File: src/rtl/kgp_pkg.sv
// Shared KGP-RISC datapath constants and the writeback decode helper.
package kgp_pkg;

  localparam logic [2:0] OP_ALU       = 3'd0;
  localparam logic [2:0] OP_SHIFT_IMM = 3'd1;
  localparam logic [2:0] OP_MEM       = 3'd2;
  localparam logic [2:0] OP_BRANCH    = 3'd3;

  localparam logic [3:0] FC_LW = 4'd0;
  localparam logic [3:0] FC_BL = 4'd9;

  localparam int LINK_REG_DEFAULT = 31;

  typedef enum logic [1:0] {
    WK_NONE,
    WK_ALU,
    WK_LINK,
    WK_LOAD
  } wr_kind_e;

  // Classify a retiring instruction by what it does to the register file.
  function automatic wr_kind_e decode_kind(input logic [2:0] op, input logic [3:0] fc);
    wr_kind_e k;
    k = WK_NONE;
    case (op)
      OP_ALU, OP_SHIFT_IMM: k = WK_ALU;
      OP_BRANCH:            k = (fc == FC_BL) ? WK_LINK : WK_NONE;
      OP_MEM:               k = (fc == FC_LW) ? WK_LOAD : WK_NONE;
      default:              k = WK_NONE;
    endcase
    return k;
  endfunction

endpackage

File: src/rtl/wb_commit_unit_pend_queue.sv
// In-order FIFO of outstanding load destinations with per-entry valid bits
// and a parallel address-match port for hazard checks.
module pend_queue #(
  parameter int DEPTH = 4,
  parameter int AW    = 5
) (
  input  logic                     clk,
  input  logic                     rst,
  input  logic                     push,
  input  logic [AW-1:0]            push_addr,
  input  logic                     pop,
  output logic [AW-1:0]            head_addr,
  output logic [$clog2(DEPTH):0]   count,
  input  logic [AW-1:0]            chk_addr,
  output logic                     chk_match
);

  localparam int PW = $clog2(DEPTH);
  localparam int CW = PW + 1;
  localparam logic [CW-1:0] FULL = CW'(DEPTH);

  logic [DEPTH-1:0][AW-1:0] addr_q;
  logic [DEPTH-1:0]         vld_q;
  logic [DEPTH-1:0]         hit;
  logic [PW-1:0]            wr_ptr, rd_ptr;
  logic                     push_ok, pop_ok;

  // Self-guarding so a misbehaving parent cannot corrupt pointers.
  assign push_ok = push && (count != FULL);
  assign pop_ok  = pop && (count != '0);

  always_ff @(posedge clk) begin
    if (rst) begin
      addr_q <= '0;
      vld_q  <= '0;
      wr_ptr <= '0;
      rd_ptr <= '0;
      count  <= '0;
    end else begin
      if (push_ok) begin
        addr_q[wr_ptr] <= push_addr;
        vld_q[wr_ptr]  <= 1'b1;
        wr_ptr         <= wr_ptr + PW'(1);
      end
      if (pop_ok) begin
        vld_q[rd_ptr] <= 1'b0;
        rd_ptr        <= rd_ptr + PW'(1);
      end
      case ({push_ok, pop_ok})
        2'b10:   count <= count + CW'(1);
        2'b01:   count <= count - CW'(1);
        default: count <= count;
      endcase
    end
  end

  assign head_addr = addr_q[rd_ptr];

  for (genvar g = 0; g < DEPTH; g++) begin : g_match
    assign hit[g] = vld_q[g] && (addr_q[g] == chk_addr);
  end

  assign chk_match = |hit;

endmodule

File: src/rtl/wb_commit_unit.sv
// Registered writeback/commit stage: ALU/link writes on accept, deferred
// load writes on memory return, with an in-order pending-load queue.
module wb_commit_unit
  import kgp_pkg::*;
#(
  parameter int DATA_W     = 32,
  parameter int RADDR_W    = 5,
  parameter int LINK_REG   = LINK_REG_DEFAULT,
  parameter int PEND_DEPTH = 4,
  parameter int ZERO_WIRED = 1
) (
  input  logic                        clk,
  input  logic                        rst,
  input  logic                        in_valid,
  output logic                        in_ready,
  input  logic [2:0]                  opcode,
  input  logic [3:0]                  fcode,
  input  logic [RADDR_W-1:0]          rs_addr,
  input  logic [DATA_W-1:0]           alu_out,
  input  logic [DATA_W-1:0]           ra,
  input  logic                        mem_rvalid,
  input  logic [DATA_W-1:0]           mem_rdata,
  output logic                        reg_write,
  output logic [RADDR_W-1:0]          wr_addr,
  output logic [DATA_W-1:0]           wr_data,
  input  logic [RADDR_W-1:0]          chk_addr,
  output logic                        chk_pending,
  output logic [$clog2(PEND_DEPTH):0] pend_count,
  output logic                        underflow_err
);

  localparam int CW = $clog2(PEND_DEPTH) + 1;
  localparam logic [CW-1:0] FULL = CW'(PEND_DEPTH);

  typedef struct packed {
    logic               en;
    logic [RADDR_W-1:0] addr;
    logic [DATA_W-1:0]  data;
  } wr_t;

  wr_t                nxt;
  wr_kind_e           kind;
  logic               accept, push, pop, q_empty, q_match;
  logic [RADDR_W-1:0] head_addr;

  assign q_empty  = (pend_count == '0);
  // A returning load owns the write port, so every opcode stalls behind it.
  assign in_ready = !mem_rvalid && (pend_count < FULL);
  assign accept   = in_valid && in_ready;
  assign kind     = decode_kind(opcode, fcode);
  assign pop      = mem_rvalid && !q_empty;

  always_comb begin
    nxt  = '0;
    push = 1'b0;
    if (mem_rvalid) begin
      if (!q_empty) nxt = '{1'b1, head_addr, mem_rdata};
    end else if (accept) begin
      case (kind)
        WK_ALU:  nxt = '{1'b1, rs_addr, alu_out};
        WK_LINK: nxt = '{1'b1, RADDR_W'(LINK_REG), ra};
        WK_LOAD: push = 1'b1;
        default: nxt = '0;
      endcase
    end
    // r0 writes vanish here; the queue itself still tracks the r0 load.
    if (ZERO_WIRED != 0 && nxt.addr == '0) nxt = '0;
  end

  pend_queue #(
    .DEPTH (PEND_DEPTH),
    .AW    (RADDR_W)
  ) u_pend_queue (
    .clk       (clk),
    .rst       (rst),
    .push      (push),
    .push_addr (rs_addr),
    .pop       (pop),
    .head_addr (head_addr),
    .count     (pend_count),
    .chk_addr  (chk_addr),
    .chk_match (q_match)
  );

  assign chk_pending = q_match && !(ZERO_WIRED != 0 && chk_addr == '0);

  always_ff @(posedge clk) begin
    if (rst) begin
      reg_write     <= 1'b0;
      wr_addr       <= '0;
      wr_data       <= '0;
      underflow_err <= 1'b0;
    end else begin
      reg_write <= nxt.en;
      wr_addr   <= nxt.addr;
      wr_data   <= nxt.data;
      if (mem_rvalid && q_empty) underflow_err <= 1'b1;
    end
  end

endmodule

File: config.mk
export PLATFORM = sky130hd
export DESIGN_NAME = wb_commit_unit
export DESIGN_NICKNAME = d
export VERILOG_FILES = /design/src/rtl/kgp_pkg.sv /design/src/rtl/wb_commit_unit_pend_queue.sv /design/src/rtl/wb_commit_unit.sv
export SDC_FILE = /design/constraint.sdc
export NUM_CORES = 1
export LEC_CHECK = 0
export CAP_MARGIN = 5
export CORE_MARGIN = 1
export CORE_UTILIZATION = 46
export DETAILED_ROUTE_END_ITERATION = 10
export HOLD_SLACK_MARGIN = 0.03
export PLACE_DENSITY = 0.91
export SLEW_MARGIN = 15
export SYNTH_ARGS = -nofsm -noshare
export SYNTH_HDL_FRONTEND = slang
export SYNTH_SLANG_ARGS = --single-unit
File: constraint.sdc
create_clock -name clk -period 5.9 [get_ports clk]
set_input_delay 1.475 -clock clk [delete_from_list [all_inputs] [get_ports clk]]
set_output_delay 1.475 -clock clk [all_outputs]
set_load 0.005 [all_outputs]
* Word-level counts from Yosys, hierarchy flattened
Cells that the tools add are included.
Storage, ports and cells: flip-flop bits (word level) 70, output and inout bits 44, logic and storage cells 87
Operators by class: add/sub/neg operators 4, eq/ne operators 14, bitwise logic cells 3, $lt $le $gt $ge 5, reduce and logical (&&, ||, !) cells 26, muxes and demuxes 23
Operators by type and width (number):
- $mux W38 | 3
- $pmux W38 S2 | 1
- $bwmux W20 | 1
- $eq A5 B5 Y1 | 4
- $logic_and A1 B1 Y1 | 13
- $mux W4 | 3
- $bmux W5 S2 | 1
- $demux W5 S2 | 1
- $logic_not A5 Y1 | 2
- $mux W5 | 2
- $eq A2 B2 Y1 const B | 3
- $eq A3 B2 Y1 const B | 2
- $logic_not A3 Y1 | 2
- $lt A2 B3 Y1 const B | 2
- $pmux W2 S3 | 1
- $pmux W3 S2 | 1
- $mux W1 | 5
- $add A2 B1 Y2 const B | 2
- $and A4 B4 Y4 | 1
- $demux W1 S2 | 2
- $eq A2 B1 Y1 const B | 2
- $eq A4 B4 Y1 const B | 1
- $ge A2 B1 Y1 const B | 2
- $logic_not A4 Y1 | 1
- other kinds (13) | 17

* Depth between registers and ports, before layout
depth after elaboration 12, gate-level depth with buffers 12

* By module
A second synthesis with hierarchy kept.
Unflattened totals: cell total of the unflattened synthesis 367, area total of the unflattened synthesis 3567.2 µm²
Modules (own cells, without submodules):
- wb_commit_unit | instances 1, cells an instance 200, area an instance 1860.5 µm²
- pend_queue | instances 1, cells an instance 167, area an instance 1706.6 µm²

* Worst setup path after synthesis
Ideal clock, no wire load.
kind input port to output port, from input chk_addr[0], to output chk_pending, cell stages on the path 6, data required time 4.425 ns, arrival 2.357 ns, setup slack 2.068 ns, path through clkbuf_1 xor2_1 nor4_1 nand3_1 nand4_1 o21a_1
Between the ends: word-level cells in the longest chain between the ends 4
Ends and longest elaborated chain:
- start, declared | RTL line wb_commit_unit.sv:26 | input logic [RADDR_W-1:0] chk_addr,
- $eq A5 B5 Y1 | RTL line wb_commit_unit_pend_queue.sv:60 | assign hit[g] = vld_q[g] && (addr_q[g] == chk_addr);
- $logic_and A1 B1 Y1 | RTL line wb_commit_unit_pend_queue.sv:60
- $reduce_or A4 Y1 | RTL line wb_commit_unit_pend_queue.sv:63 | assign chk_match = |hit;
- $logic_and A1 B1 Y1 * | RTL line wb_commit_unit.sv:85 | assign chk_pending = q_match && !(ZERO_WIRED != 0 && chk_addr == '0);
- end, declared | RTL line wb_commit_unit.sv:27 | output logic chk_pending,
Every way passes the cells marked *; elsewhere a longest branch is shown, timed or not.

* Worst setup path after layout
from input chk_addr[3], to output chk_pending
Same word-level chain as after synthesis.

==> impl_metrics.prom <==
# TYPE chip_impl_metric gauge
chip_impl_metric{name="number_of_global_route_vias_before_repair",unit=""} 3764
chip_impl_metric{name="initial_antenna_violation_count",unit=""} 0
chip_impl_metric{name="antennaDiodeCount",unit=""} 0
chip_impl_info{name="most_used_cells_in_the_layout_excluding_fill_and_tap_cells",value="sky130_fd_sc_hd__clkdlybuf4s50_1 (159), sky130_fd_sc_hd__dfxtp_1 (70), sky130_fd_sc_hd__a21oi_1 (55), sky130_fd_sc_hd__nor2_1 (44), sky130_fd_sc_hd__a32oi_1 (32)"} 1
chip_impl_info{name="setup_repair_after_global_routing_missed_its_margin",value="no"} 1
chip_impl_metric{name="synthesis.yosys.warnings",unit=""} 0
chip_impl_metric{name="finish.utilization",unit="%"} 71.1
chip_impl_metric{name="grt_pass1_wl",unit="um"} 19000
chip_impl_info{name="cp-start-kind",value="primary input"} 1
chip_impl_metric{name="data_arrival_time_at_the_worst_slack_endpoint",unit="ns"} 3.41
chip_impl_metric{name="worstPathMaxFanout",unit=""} 5
chip_impl_metric{name="layout_worst_path_cycle_share",unit="%"} 82.8
chip_impl_metric{name="die_height",unit="um"} 92.3
chip_impl_metric{name="setup_slack",unit="ns"} 1.01
chip_impl_metric{name="chipWidth",unit="um"} 92.3
chip_impl_info{name="hold-path-endpoint",value="underflow_err"} 1
chip_impl_metric{name="r2r_cells",unit=""} 11
chip_impl_info{name="endpoint_kind",value="output port"} 1
chip_impl_metric{name="place.port_buffers",unit=""} 160
chip_impl_metric{name="netlist.area_leader.share",unit="%"} 37.3
chip_impl_metric{name="timing.hold.worst_path_depth",unit=""} 2
chip_impl_info{name="hp-class",value="register to register"} 1
chip_impl_metric{name="count_of_routing_violations_after_the_opening_detailed_route_iteration",unit=""} 152
chip_impl_metric{name="vdd.ir_drop.worst",unit="uV"} 135
chip_impl_metric{name="fmax",unit="GHz"} 0.205
chip_impl_metric{name="syn_area",unit="mm^2"} 0.00375
chip_impl_metric{name="post_synthesis_share_of_cell_area_spent_on_xor_and_xnor_gates",unit="%"} 5.60
chip_impl_info{name="yosys_most_used_dff",value="sky130_fd_sc_hd__dfxtp_1"} 1
chip_impl_metric{name="finalHoldViolations",unit=""} 0
chip_impl_metric{name="power_density",unit="mW/mm^2"} 178
chip_impl_metric{name="final-max-slew-violation-count",unit=""} 0
chip_impl_metric{name="num_rows",unit=""} 32
chip_impl_metric{name="placeableCoreArea",unit="mm^2"} 0.00781
chip_impl_metric{name="start_util",unit="%"} 48.1
chip_impl_metric{name="yosys_register_bits",unit=""} 70
chip_impl_metric{name="final_layout_size_suffix_gt1_share",unit="%"} 11.4
chip_impl_metric{name="synthesis.nets",unit=""} 541
chip_impl_metric{name="via_per_inst",unit=""} 5.91
chip_impl_metric{name="syn-mean-instance-area",unit="um^2"} 9.07
chip_impl_metric{name="detailed_place.area",unit="mm^2"} 0.00537
chip_impl_metric{name="fp.dieArea",unit="mm^2"} 0.00852
chip_impl_metric{name="setup.reg_to_reg.worst_slack",unit="ns"} 3.11
chip_impl_metric{name="design.portCount",unit=""} 161
chip_impl_metric{name="relSlewSlack",unit="%"} 39.9
chip_impl_metric{name="cts_num_sinks",unit=""} 70
chip_impl_metric{name="gr-usage-all-layers",unit="%"} 28.5
chip_impl_info{name="timing.rr.start",value="u_pend_queue.count[2]"} 1
chip_impl_info{name="crit_path_category",value="primary input to output port"} 1
chip_impl_metric{name="finish.instance_area",unit="mm^2"} 0.00555
chip_impl_metric{name="timing_worst_slew_pin_value",unit="ns"} 0.902
chip_impl_metric{name="pre_cts_ws",unit="ns"} 1.05
chip_impl_metric{name="layout-area-overhead-vs-synth",unit="%"} 47.8
chip_impl_info{name="clockRootBuffer",value="sky130_fd_sc_hd__clkbuf_8"} 1
chip_impl_metric{name="grt_overflow_total",unit=""} 0
chip_impl_metric{name="detailedRoute.firstPassIterationCount",unit=""} 4
chip_impl_metric{name="timing.final.setup_violations",unit=""} 0
chip_impl_metric{name="finalNetCount",unit=""} 677
chip_impl_metric{name="avgRoutedWirePerCell",unit="um"} 18.8
chip_impl_metric{name="hpwlAfterDp",unit="um"} 8820
chip_impl_metric{name="cts_inserted_buffers",unit=""} 9
chip_impl_metric{name="route.detailed.drc",unit=""} 0
chip_impl_metric{name="drt-total-wl",unit="um"} 12300
chip_impl_metric{name="synth_compound_area_share",unit="%"} 29.0
chip_impl_metric{name="detailroute.via_count",unit=""} 3885
chip_impl_metric{name="critPathRequiredTime",unit="ns"} 4.43
chip_impl_metric{name="clk_transition_reported_paths",unit="ns"} 0.07
chip_impl_info{name="layout_commonest_cell",value="sky130_fd_sc_hd__clkdlybuf4s50_1"} 1
chip_impl_info{name="cts_tree",value="yes"} 1
chip_impl_metric{name="fin_worst_hold_slack",unit="ns"} 0.472
chip_impl_metric{name="ys_seq_area_share",unit="%"} 37.3
chip_impl_metric{name="postRouteAntennaNets",unit=""} 0
chip_impl_metric{name="gate_count_of_the_mapped_netlist",unit=""} 414
chip_impl_metric{name="synth-adder-area-share",unit="%"} 3.53
chip_impl_metric{name="min_period",unit="ns"} 4.89
chip_impl_metric{name="ctsResizeCount",unit=""} 0
chip_impl_info{name="netlist_top_cells_area",value="sky130_fd_sc_hd__dfxtp_1 (37%), sky130_fd_sc_hd__a211oi_2 (9.7%), sky130_fd_sc_hd__a21oi_1 (7.5%)"} 1
chip_impl_metric{name="finalWeightedCongestion",unit=""} 0.910
chip_impl_metric{name="synth_async_sr_flop_share",unit="%"} 0
chip_impl_metric{name="finalSetupTns",unit="ns"} 0
chip_impl_metric{name="cap_viol_max_count",unit=""} 0
chip_impl_info{name="critical_path.reg2reg.endpoint",value="u_pend_queue.count[2]"} 1
chip_impl_metric{name="yosys.area_share.simple",unit="%"} 14.0
chip_impl_metric{name="post-cts-setup-buffers",unit=""} 0
chip_impl_info{name="status",value="complete, no violations"} 1
chip_impl_metric{name="clock_insertion_delay_at_the_later_pin_of_the_skew_report",unit="ns"} 0.34
chip_impl_metric{name="grt_start_max_net_pins",unit=""} 71
chip_impl_metric{name="cts_max_path_buffers",unit=""} 2
chip_impl_metric{name="hold_buffers",unit=""} 0
chip_impl_metric{name="clock_tree.htree_level_count",unit=""} 3
chip_impl_metric{name="synth_mux_area_share",unit="%"} 3.83
chip_impl_metric{name="synth_cell_types",unit=""} 39
chip_impl_metric{name="synth_enable_flop_cells",unit=""} 0
chip_impl_metric{name="static-leakage-power",unit="nW"} 1.80
chip_impl_info{name="yosys.area.top_type",value="sky130_fd_sc_hd__dfxtp_1"} 1
chip_impl_info{name="hold_path_startpoint",value="underflow_err"} 1
chip_impl_metric{name="finClkSkew",unit="ns"} 0.00714
chip_impl_info{name="main_combinational_cell_family_by_area_after_synthesis",value="compound AO/OA/AOI/OAI gates"} 1
[cells in the mapped netlist (all sizes together), types with 6 or more instances]
| master | count |
|---|---|
| inv | 12 |
| xnor2 | 6 |
| nand2 | 24 |
| xor2 | 18 |
| a211oi | 32 |
| a32oi | 32 |
| dfxtp | 70 |
| buf | 21 |
| nand3 | 24 |
| nor2 | 45 |
| clkbuf | 23 |
| ha | 9 |
| a21oi | 57 |
[how the worst max path moves through the flow]
stage | depth (start not counted) | start | slack [ns] | end
CTS | 7 | chk_addr[4] | 1.05 | chk_pending
global route | 7 | chk_addr[4] | 0.94 | chk_pending
floorplan | 6 | chk_addr[0] | 2.07 | chk_pending
detailed placement | 7 | chk_addr[4] | 1.05 | chk_pending
finish | 7 | chk_addr[3] | 1.01 | chk_pending
global placement | 7 | chk_addr[2] | 1.16 | chk_pending
[cells by family (layout without fill, tap and decap cells)]
| kind of cell | after synthesis | count (layout) |
|---|---|---|
| compound gates | 136 | 136 |
| xor+xnor | 24 | 24 |
| fa+ha+maj | 10 | 10 |
| buf+inv | 56 | 197 |
| flops | 70 | 70 |
| mux | 7 | 7 |
| simple gates | 111 | 111 |
[where the power goes]
part | leakage [nW] | switching (mW) | internal [mW] | total [mW]
combinational | 1.14 | 0.0634 | 0.0871 | 0.151
sequential | 0.564 | 0.000878 | 0.474 | 0.475
clock | 0.0968 | 0.171 | 0.193 | 0.363
total | 1.80 | 0.235 | 0.754 | 0.989
[per-layer routing]
metal  vias up  GRT usage (%)  wire length (um)
met5         -              0                 0
met4         0           15.4               447
met3        43           6.40              1100
met2       212           50.0              6210
met1      1841           31.9              4600
li1       1789              -                 -
[layout make-up]
cell class                 instances  area, um^2
clock buffer                      11         131
clock inverter                     5        50.0
fill                             576        2260
inverter                          12        45.0
multi-input combinational        288        2130
sequential                        70        1400
tap                              102         128
timing repair buffer             169        1660
[per-stage QoR]
| step | power [mW] | cells |
|---|---|---|
| finish | 0.989 | 657 |
| global route | 1.03 | 657 |
| CTS | 0.995 | 657 |
| detailed placement | 0.635 | 641 |
| global placement | 0.631 | 641 |
| floorplan | 0.540 | 414 |
[worst max-delay path, cell delays in order]
cell and delay [ns]:
sky130_fd_sc_hd__clkdlybuf4s50_1 0.55, sky130_fd_sc_hd__xor2_1 0.20, sky130_fd_sc_hd__nor4_1 0.33, sky130_fd_sc_hd__nand3_1 0.13, sky130_fd_sc_hd__nand4_1 0.12, sky130_fd_sc_hd__o21a_1 0.12
sky130_fd_sc_hd__clkdlybuf4s50_1 0.49
[state kept, by name, summed over array words and instances, names as in the netlist]
name and flops:
u_pend_queue.count 3, u_pend_queue.vld_q 4, wr_data 32, u_pend_queue.rd_ptr 2, underflow_err 1, u_pend_queue.addr_q 20
u_pend_queue.wr_ptr 2, reg_write 1, wr_addr 5
(Power assumes the default switching activity.)
